<file path="src/rtl/z88_mem_pkg.sv">
// Shared definitions for Z88 memory-bus masters: arbiter states, chip-select
// region codes and the physical address width.
package z88_mem_pkg;

  localparam int MA_W = 22;

  // Region codes found in ma[21:19].
  localparam logic [2:0] ROM_SEL = 3'b000;
  localparam logic [2:0] RAM_SEL = 3'b001;

  typedef enum logic [1:0] {
    IDLE    = 2'd0,
    CPU_ACC = 2'd1,
    SCR_ACC = 2'd2,
    TURN    = 2'd3
  } arb_state_e;

endpackage

</file>
<file path="src/rtl/mem_cs_decode.sv">
// Combinational chip-select decode from the memory address. Both enables stay
// high unless an access is active and the top three address bits select them.
module mem_cs_decode
  import z88_mem_pkg::*;
(
  input  logic [MA_W-1:0] ma,
  input  logic            active,
  output logic            ipce_n,
  output logic            irce_n
);

  logic [2:0] region;

  assign region = ma[MA_W-1 -: 3];
  assign ipce_n = !(active && (region == ROM_SEL));
  assign irce_n = !(active && (region == RAM_SEL));

endmodule

</file>
<file path="src/rtl/mem_arbiter.sv">
// Request/grant scheduler sharing the Z88 memory bus between the CPU and the
// screen fetcher. Define MEM_ARBITER_STARVE_GUARD_EN to force screen slots.
module mem_arbiter
  import z88_mem_pkg::*;
#(
  parameter int ACC_CYC    = 2,
  parameter int STARVE_MAX = 8
) (
  input  logic            mck,
  input  logic            rin_n,
  input  logic            lcdon,
  input  logic            cpu_mrq_n,
  input  logic            cpu_rd_n,
  input  logic            cpu_wr_n,
  input  logic [MA_W-1:0] cpu_a,
  input  logic [7:0]      cpu_do,
  output logic            cpu_wait_n,
  output logic            cpu_ack,
  input  logic            scr_req,
  input  logic [MA_W-1:0] scr_a,
  output logic            scr_ack,
  output logic [7:0]      rdata,
  input  logic [7:0]      cdi,
  output logic [MA_W-1:0] ma,
  output logic [7:0]      mdo,
  output logic            moe_n,
  output logic            mwe_n,
  output logic            ipce_n,
  output logic            irce_n
);

  if (ACC_CYC < 1 || ACC_CYC > 7) begin : g_bad_acc_cyc
    $error("mem_arbiter: ACC_CYC must be 1..7");
  end
  if (STARVE_MAX < 1 || STARVE_MAX > 15) begin : g_bad_starve_max
    $error("mem_arbiter: STARVE_MAX must be 1..15");
  end

  localparam logic [2:0] LAST_CYC = 3'(ACC_CYC - 1);

  arb_state_e state, state_nxt;
  logic [2:0] cnt;
  logic       wr;
  logic       cpu_req, scr_v, scr_force;
  logic       grant_cpu, grant_scr;
  logic       access, last;

  assign cpu_req = !cpu_mrq_n && (!cpu_rd_n || !cpu_wr_n);
  assign scr_v   = scr_req && lcdon;
  assign access  = (state == CPU_ACC) || (state == SCR_ACC);
  assign last    = access && (cnt == LAST_CYC);

`ifdef MEM_ARBITER_STARVE_GUARD_EN
  localparam logic [3:0] STARVE_LIM = 4'(STARVE_MAX);
  logic [3:0] starve_cnt;

  always_ff @(posedge mck) begin
    if (!rin_n) begin
      starve_cnt <= '0;
    end else if (grant_scr) begin
      starve_cnt <= '0;
    end else if (scr_v && (starve_cnt != STARVE_LIM)) begin
      starve_cnt <= starve_cnt + 4'd1;
    end
  end

  assign scr_force = (starve_cnt == STARVE_LIM);
`else
  assign scr_force = 1'b0;
`endif

  always_comb begin
    state_nxt = state;
    grant_cpu = 1'b0;
    grant_scr = 1'b0;
    case (state)
      IDLE: begin
        if (scr_v && (scr_force || !cpu_req)) begin
          grant_scr = 1'b1;
          state_nxt = SCR_ACC;
        end else if (cpu_req) begin
          grant_cpu = 1'b1;
          state_nxt = CPU_ACC;
        end
      end
      CPU_ACC, SCR_ACC: if (last) state_nxt = TURN;
      TURN:             state_nxt = IDLE;
      default:          state_nxt = IDLE;
    endcase
  end

  always_ff @(posedge mck) begin
    if (!rin_n) begin
      state   <= IDLE;
      cnt     <= '0;
      wr      <= 1'b0;
      ma      <= '0;
      mdo     <= '0;
      rdata   <= '0;
      cpu_ack <= 1'b0;
      scr_ack <= 1'b0;
    end else begin
      state   <= state_nxt;
      cpu_ack <= 1'b0;
      scr_ack <= 1'b0;
      if (grant_cpu) begin
        ma  <= cpu_a;
        mdo <= cpu_do;
        wr  <= !cpu_wr_n;
        cnt <= '0;
      end
      if (grant_scr) begin
        ma  <= scr_a;
        wr  <= 1'b0;
        cnt <= '0;
      end
      if (access) cnt <= cnt + 3'd1;
      // Acks land in the TURN cycle, together with the freshly captured rdata.
      if (last) begin
        if (!wr) rdata <= cdi;
        cpu_ack <= (state == CPU_ACC);
        scr_ack <= (state == SCR_ACC);
      end
    end
  end

  assign cpu_wait_n = !(cpu_req && !cpu_ack);
  assign moe_n      = !(access && !wr);
  // Writes into the ROM region are dropped, but the slot still runs and acks.
  assign mwe_n      = !(access && wr && (ma[MA_W-1 -: 3] != ROM_SEL));

  mem_cs_decode u_cs (
    .ma     (ma),
    .active (access),
    .ipce_n (ipce_n),
    .irce_n (irce_n)
  );

endmodule

</file>
<file path="config.mk">
export PLATFORM = sky130hd
export DESIGN_NAME = mem_arbiter
export DESIGN_NICKNAME = d
export VERILOG_FILES = /design/src/rtl/z88_mem_pkg.sv /design/src/rtl/mem_cs_decode.sv /design/src/rtl/mem_arbiter.sv
export SDC_FILE = /design/constraint.sdc
export NUM_CORES = 1
export LEC_CHECK = 0
export BUFFER_PORTS_ARGS = -buffer_cell sky130_fd_sc_hd__buf_2
export CORE_MARGIN = 4
export CORE_UTILIZATION = 41
export DETAILED_ROUTE_END_ITERATION = 8
export MAX_ROUTING_LAYER = met4
export PLACE_DENSITY = 0.85
export SETUP_SLACK_MARGIN = 0.15
export SLEW_MARGIN = 20
export SYNTH_ARGS = -nofsm -noshare
export SYNTH_HDL_FRONTEND = slang
export SYNTH_HIERARCHICAL = 1
export SYNTH_SLANG_ARGS = --single-unit
</file>
<file path="constraint.sdc">
create_clock -name mck -period 1.5 [get_ports mck]
set_input_delay 0.15 -clock mck [delete_from_list [all_inputs] [get_ports mck]]
set_output_delay 0.15 -clock mck [all_outputs]
set_load 0.005 [all_outputs]
</file>
* Word level (Yosys, flattened, before mapping)
Cells that the tools add are included.
** Cells by class
- Add/subtract/negate cells :: 1
- Equal/unequal tests :: 7
- Mux-type cells :: 14
- Bitwise gates (word level) :: 2
- Reduce and logical (&&, ||, !) cells :: 33
** Operators with widths (count)
- 2-to-1 mux 22 bit :: 2
- logical NOT 1 bit :: 11
- logical AND 1 bit :: 10
- 2-to-1 mux 3 bit :: 3
- == test 3 x 1 -> 1 bit, second input constant :: 2
- 2-to-1 mux 2 bit :: 3
- case mux 2 bit (3 select lines) :: 1
- AND reduction 2 bit :: 3
- nonzero test 3 bit :: 2
- 2-to-1 mux 1 bit :: 5
- == test 2 bit, second input constant :: 2
- OR reduction 2 bit :: 2
- adder 3 x 1 -> 3 bit, second input constant :: 1
- logical NOT 3 bit :: 1
- inequality test 3 bit, second input constant :: 1
- == test 2 x 1 -> 1 bit, second input constant :: 1
- logical NOT 2 bit :: 1
- logical OR 1 bit :: 2
- inequality test 2 bit, second input constant :: 1
- inverter 1 bit :: 2
- nonzero test 2 bit :: 1
** Storage, ports and cells
- Bits in registers :: 46
- Input port bits :: 67
- Output and inout port bits :: 45
- Word-level logic and storage cells :: 65

* Depth between registers and ports, before layout
- Word-level depth :: 10
- Depth in mapped cells :: 8
- Depth with buffers taken out :: 5

* Modules after synthesis
Netlist, hierarchy kept.
** By module, submodules not included
- mem_arbiter :: times used 1, cells each 250, area each 2177.1 µm², sequential area each 920.9 µm²
- mem_cs_decode :: times used 1, cells each 2, area each 21.3 µm², sequential area each 0.0 µm²

* Least setup slack after synthesis
No wires, ideal clock.
- Path type :: reg2reg
- From :: register state[0]
- To :: register rdata[0]
- Setup time :: 128 ps
- Arrival :: 1322 ps
- Required time :: 1372 ps
- Slack :: 50 ps
- Stages on the path, launching flop included :: 7
- Path buffers :: 1
- Period minus slack after synthesis :: 1450 ps
- Path through :: dfxtp_1 inv_1 ha_1 and4bb_2 buf_4 mux2i_1 nor2_1
** Between the ends
- Cells in the longest elaborated chain, start to end :: 4
- Elaborated cells on any way between the ends :: 5
- Classes of those cells :: eq/ne (2); reduce/logical (3)
** Ends and longest elaborated chain
- from (decl) :: RTL line mem_arbiter.sv:41 : arb_state_e state, state_nxt;
- from (signal assigned) :: RTL line mem_arbiter.sv:103 : state <= state_nxt;
- == test 2 x 1 -> 1 bit or == test 2 bit (tied branches) :: RTL line mem_arbiter.sv:50 : assign access = (state == CPU_ACC) || (state == SCR_ACC);
- logical OR 1 bit (*) :: RTL line mem_arbiter.sv:50
- via access :: RTL line mem_arbiter.sv:46 : logic access, last;
- logical AND 1 bit (*) :: RTL line mem_arbiter.sv:51 : assign last = access && (cnt == LAST_CYC);
- AND reduction 2 bit (no source line) (*)
- to (signal assigned) :: RTL line mem_arbiter.sv:120 : if (!wr) rdata <= cdi;
- to (decl) :: RTL line mem_arbiter.sv:22 : output logic [7:0] rdata,
Mark *: on every way through the listed nets, which the timed path passes. The rest lies on a longest branch.
A chain may end at the register's enable or synchronous reset.

* Worst setup path after layout
- From :: register state[1]
- To :: output ipce_n
** Between the ends
- Cells in the longest elaborated chain, start to end :: 4
- Elaborated cells on any way between the ends :: 5
- Classes of those cells :: eq/ne (2); reduce/logical (3)
** Ends and longest elaborated chain
- == test 2 x 1 -> 1 bit or == test 2 bit (tied branches) :: RTL line mem_arbiter.sv:50
- logical OR 1 bit (*) :: RTL line mem_arbiter.sv:50
- via access :: RTL line mem_arbiter.sv:46
- logical AND 1 bit (*) :: RTL line mem_cs_decode.sv:15 : assign ipce_n = !(active && (region == ROM_SEL));
- logical NOT 1 bit (*) :: RTL line mem_cs_decode.sv:15
- to (decl) :: RTL line mem_arbiter.sv:28 : output logic ipce_n,
Marked as above.

==> metrics.csv <==
stage,metric,value,unit
logic_synthesis,yosysMostFrequentCell,nand3_1,
run_status,violations,setup timing,
timing,final.min_clock_period,1.73,ns
power,power_per_cell_area,1360,nW/um^2
drt,drtIter0Drc,234,
clocking,clockBufferDepth,2,
timing,finalHoldViolations,0,
job,cap_viol_max_count,0,
timing,rsz0062_at_grt,true,
floorplanning,initial_core_util,42.8,%
clocking,clkTransAtPathRegs,0.09,ns
cells_and_area,area_growth,62.8,%
cells_and_area,n_antenna_cell,0,
floorplanning,dieWidth,81.2,um
grt,grt_pass1_vias,2392,
cells_and_area,area.sequential,923,sq um
drt,dr.pass1.iters,5,
logic_synthesis,yosysWarnings,6,
logic_synthesis,synth_top_area_cell,dfxtp_1,
setup_path,critPathArrivalTime,1.58,ns
floorplanning,die-area,6600,sq um
timing,tightest_slew,0.561,ns
worst_hold_path,hold_depth,2,
timing,maxSlewHeadroom,62.5,%
logic_synthesis,synth_common_cells,"nand3_1 (52), dfxtp_1 (46), o211ai_1 (23)",
setup_path,crit_path_max_fanout,2,
placement,io_buffers,111,
cells_and_area,fin_util,69.6,%
cells_and_area,multi_input_area,1450,sq um
grt,grt_max_degree,23,
logic_synthesis,yosysSeqAreaShare,41.9,%
logic_synthesis,synth_fa_ha_area_share,2.85,%
placement,hpwl,4940,um
floorplanning,ios,112,
timing,setup_viol,17,
setup_path,critical_path_class,reg -> out,
logic_synthesis,synth_nets,324,
clocking,clock_sinks,46,
logic_synthesis,synth_flop_cell,dfxtp_1,
drt,met2_length,4160,um
power,p_leak,1.49,nW
cells_and_area,nNetsFinal,456,
logic_synthesis,synth-compound-area-share,23.1,%
drt,final_antenna_net_count,0,
timing,fin_crit_sh,115,%
timing,finalMaxSlewViolations,0,
grt,grt_overflow_total,0,
clocking,cts_buffers,5,
drt,drc_errors,0,
drt,finalWirelength,8540,um
cells_and_area,fillers,410,
clocking,cts_tree,yes,
floorplanning,rows,26,
timing,timing.fmax,579,MHz
logic_synthesis,synth_cell_type_count,36,
logic_synthesis,synth_cells,252,
drt,wl_met1,3370,um
logic_synthesis,ys_seq_elements,46,
grt,grt_pass1_wl,10900,um
logic_synthesis,synth_top_family_by_area,compound AO/OA/AOI/OAI gates,
power,ir_drop,751,uV
floorplanning,die_y,81.2,um
clocking,htreeDepth,2,
setup_path,reg2reg_depth,7,
timing,setup_ws,-0.227,ns
setup_path,r2r-start,state[1],
logic_synthesis,netlist_area,2200,sq um
setup_path,timing.rr.end,rdata[5],
clocking,clk_latency,0.30,ns
logic_synthesis,synthArstFlopShare,0,%
grt,grt.total_usage,21.9,%
drt,num_vias,2714,
logic_synthesis,synthMuxAreaShare,4.10,%
drt,vias_per_cell,5.96,
logic_synthesis,synth_edf_count,0,
cells_and_area,drive_gt1_share,56.6,%
setup_path,reg2reg_slack,-0.18,ns
worst_hold_path,hold_class,in -> reg,
placement,gp_congestion,0.832,
setup_path,cp.required,1.35,ns
run_status,outcome,"complete, but fails checks",
clocking,ctsRootBufferMaster,clkbuf_8,
drt,wl_per_cell,18.8,um
logic_synthesis,postSynthAreaPerCell,8.72,sq um
logic_synthesis,synth_top_cell_area_share,41.9,%
floorplanning,fp.coreArea,5140,sq um
cells_and_area,final_area,3580,sq um
drt,wl_met3,687,um
logic_synthesis,synthXorXnorAreaFrac,0,%
logic_synthesis,synth_area_leaders,"dfxtp_1 (42%), nand3_1 (12%), o211ai_1 (7.9%), a31oi_1 (6.3%), mux2i_1 (4.1%)",
placement,dpl_cell_area,2860,sq um
timing,fin_skew,0.00729,ns
logic_synthesis,synth-simple-area-share,20.3,%
setup_path,setup.worst_path.start_class,flip-flop,
worst_hold_path,hold_path_startpoint,cpu_wr_n,
setup_path,cp-end-kind,primary output,
worst_hold_path,holdPathEnd,wr,
grt,antenna_found_initial,0,
drt,maxUsedRoutingLayer,met4,
==> per-stage QoR <==
step	total power [mW]	setup slack (ns)	std cells	hold slack (ns)	TNS [ns]
3_3_place_gp	2.99	0.0444	422	0.384	0
5_1_grt	5.10	-0.255	455	0.0770	-3.20
6_report	4.88	-0.227	455	0.0822	-2.39
4_1_cts	4.04	-0.169	437	0.0756	-1.30
3_5_place_dp	3.05	-0.0339	422	0.396	-0.0983
2_1_floorplan	2.47	0.158	252	0.244	0
==> timing repair <==
action,CTS,global route
setup buffers,7,12
hold buffers,0,0
cloned,0,6
endpoints found under the setup margin,46,49
gates resized for setup,13,65
pin swaps,5,67
==> report_power, final <==
group,switching [mW],internal (mW)
registers,0.157,1.44
clock network,0.426,0.373
logic,1.20,1.29
==> cell usage in the layout (no fill, tap or decap), types with 5 or more instances in the layout <==
cell	n
a21oi_2	9
a31oi_1	21
buf_2	110
buf_4	22
buf_6	9
clkbuf_8	6
dfxtp_1	44
mux2i_1	9
nand3_1	22
nand3_2	26
nand3_4	5
nor2_1	9
o211ai_1	23
o21ai_0	9
==> layer usage <==
metal	GRT usage, %	vias up
met5	-	-
met4	9.97	0
met3	4.10	37
met2	35.6	162
met1	26.4	1298
li1	-	1217
==> worst max-delay path: stages, from the launching register on <==
cell and delay [ns]:
dfxtp_2 0.38, inv_4 0.05, ha_4 0.27, or4b_1 0.43, buf_2 0.15
==> registers in the layout, summed over array words and instances, names as in the netlist <==
name     flops
ma          22
mdo          8
rdata        8
cnt          3
state        2
cpu_ack      1
scr_ack      1
wr           1
==> kinds of logic after synthesis <==
family | after synthesis
AOI/OAI and AO/OA | 77
adders and majority gates | 5
buffers and inverters | 32
DFF | 46
muxes | 9
and+or+nand+nor | 83
==> cell type report <==
| class | count | area share, % |
|---|---|---|
| multi-input combinational | 176 | 40.5 |
| sequential | 46 | 25.8 |
| clock inverter | 1 | 0.140 |
| tap | 70 | 2.45 |
| timing repair buffer | 150 | 28.0 |
| clock buffer | 7 | 2.41 |
| inverter | 5 | 0.664 |
==> worst max-delay path by stage <==
stage,startpoint,slack (ns),end
after floorplan,state[0],0.16,rdata[0]
after global placement,state[0],0.04,rdata[6]
after detailed placement,state[0],-0.03,rdata[5]
after CTS,state[0],-0.17,ipce_n
after global routing,state[1],-0.26,ipce_n
final,state[1],-0.23,ipce_n
(Power assumes the default switching activity.)
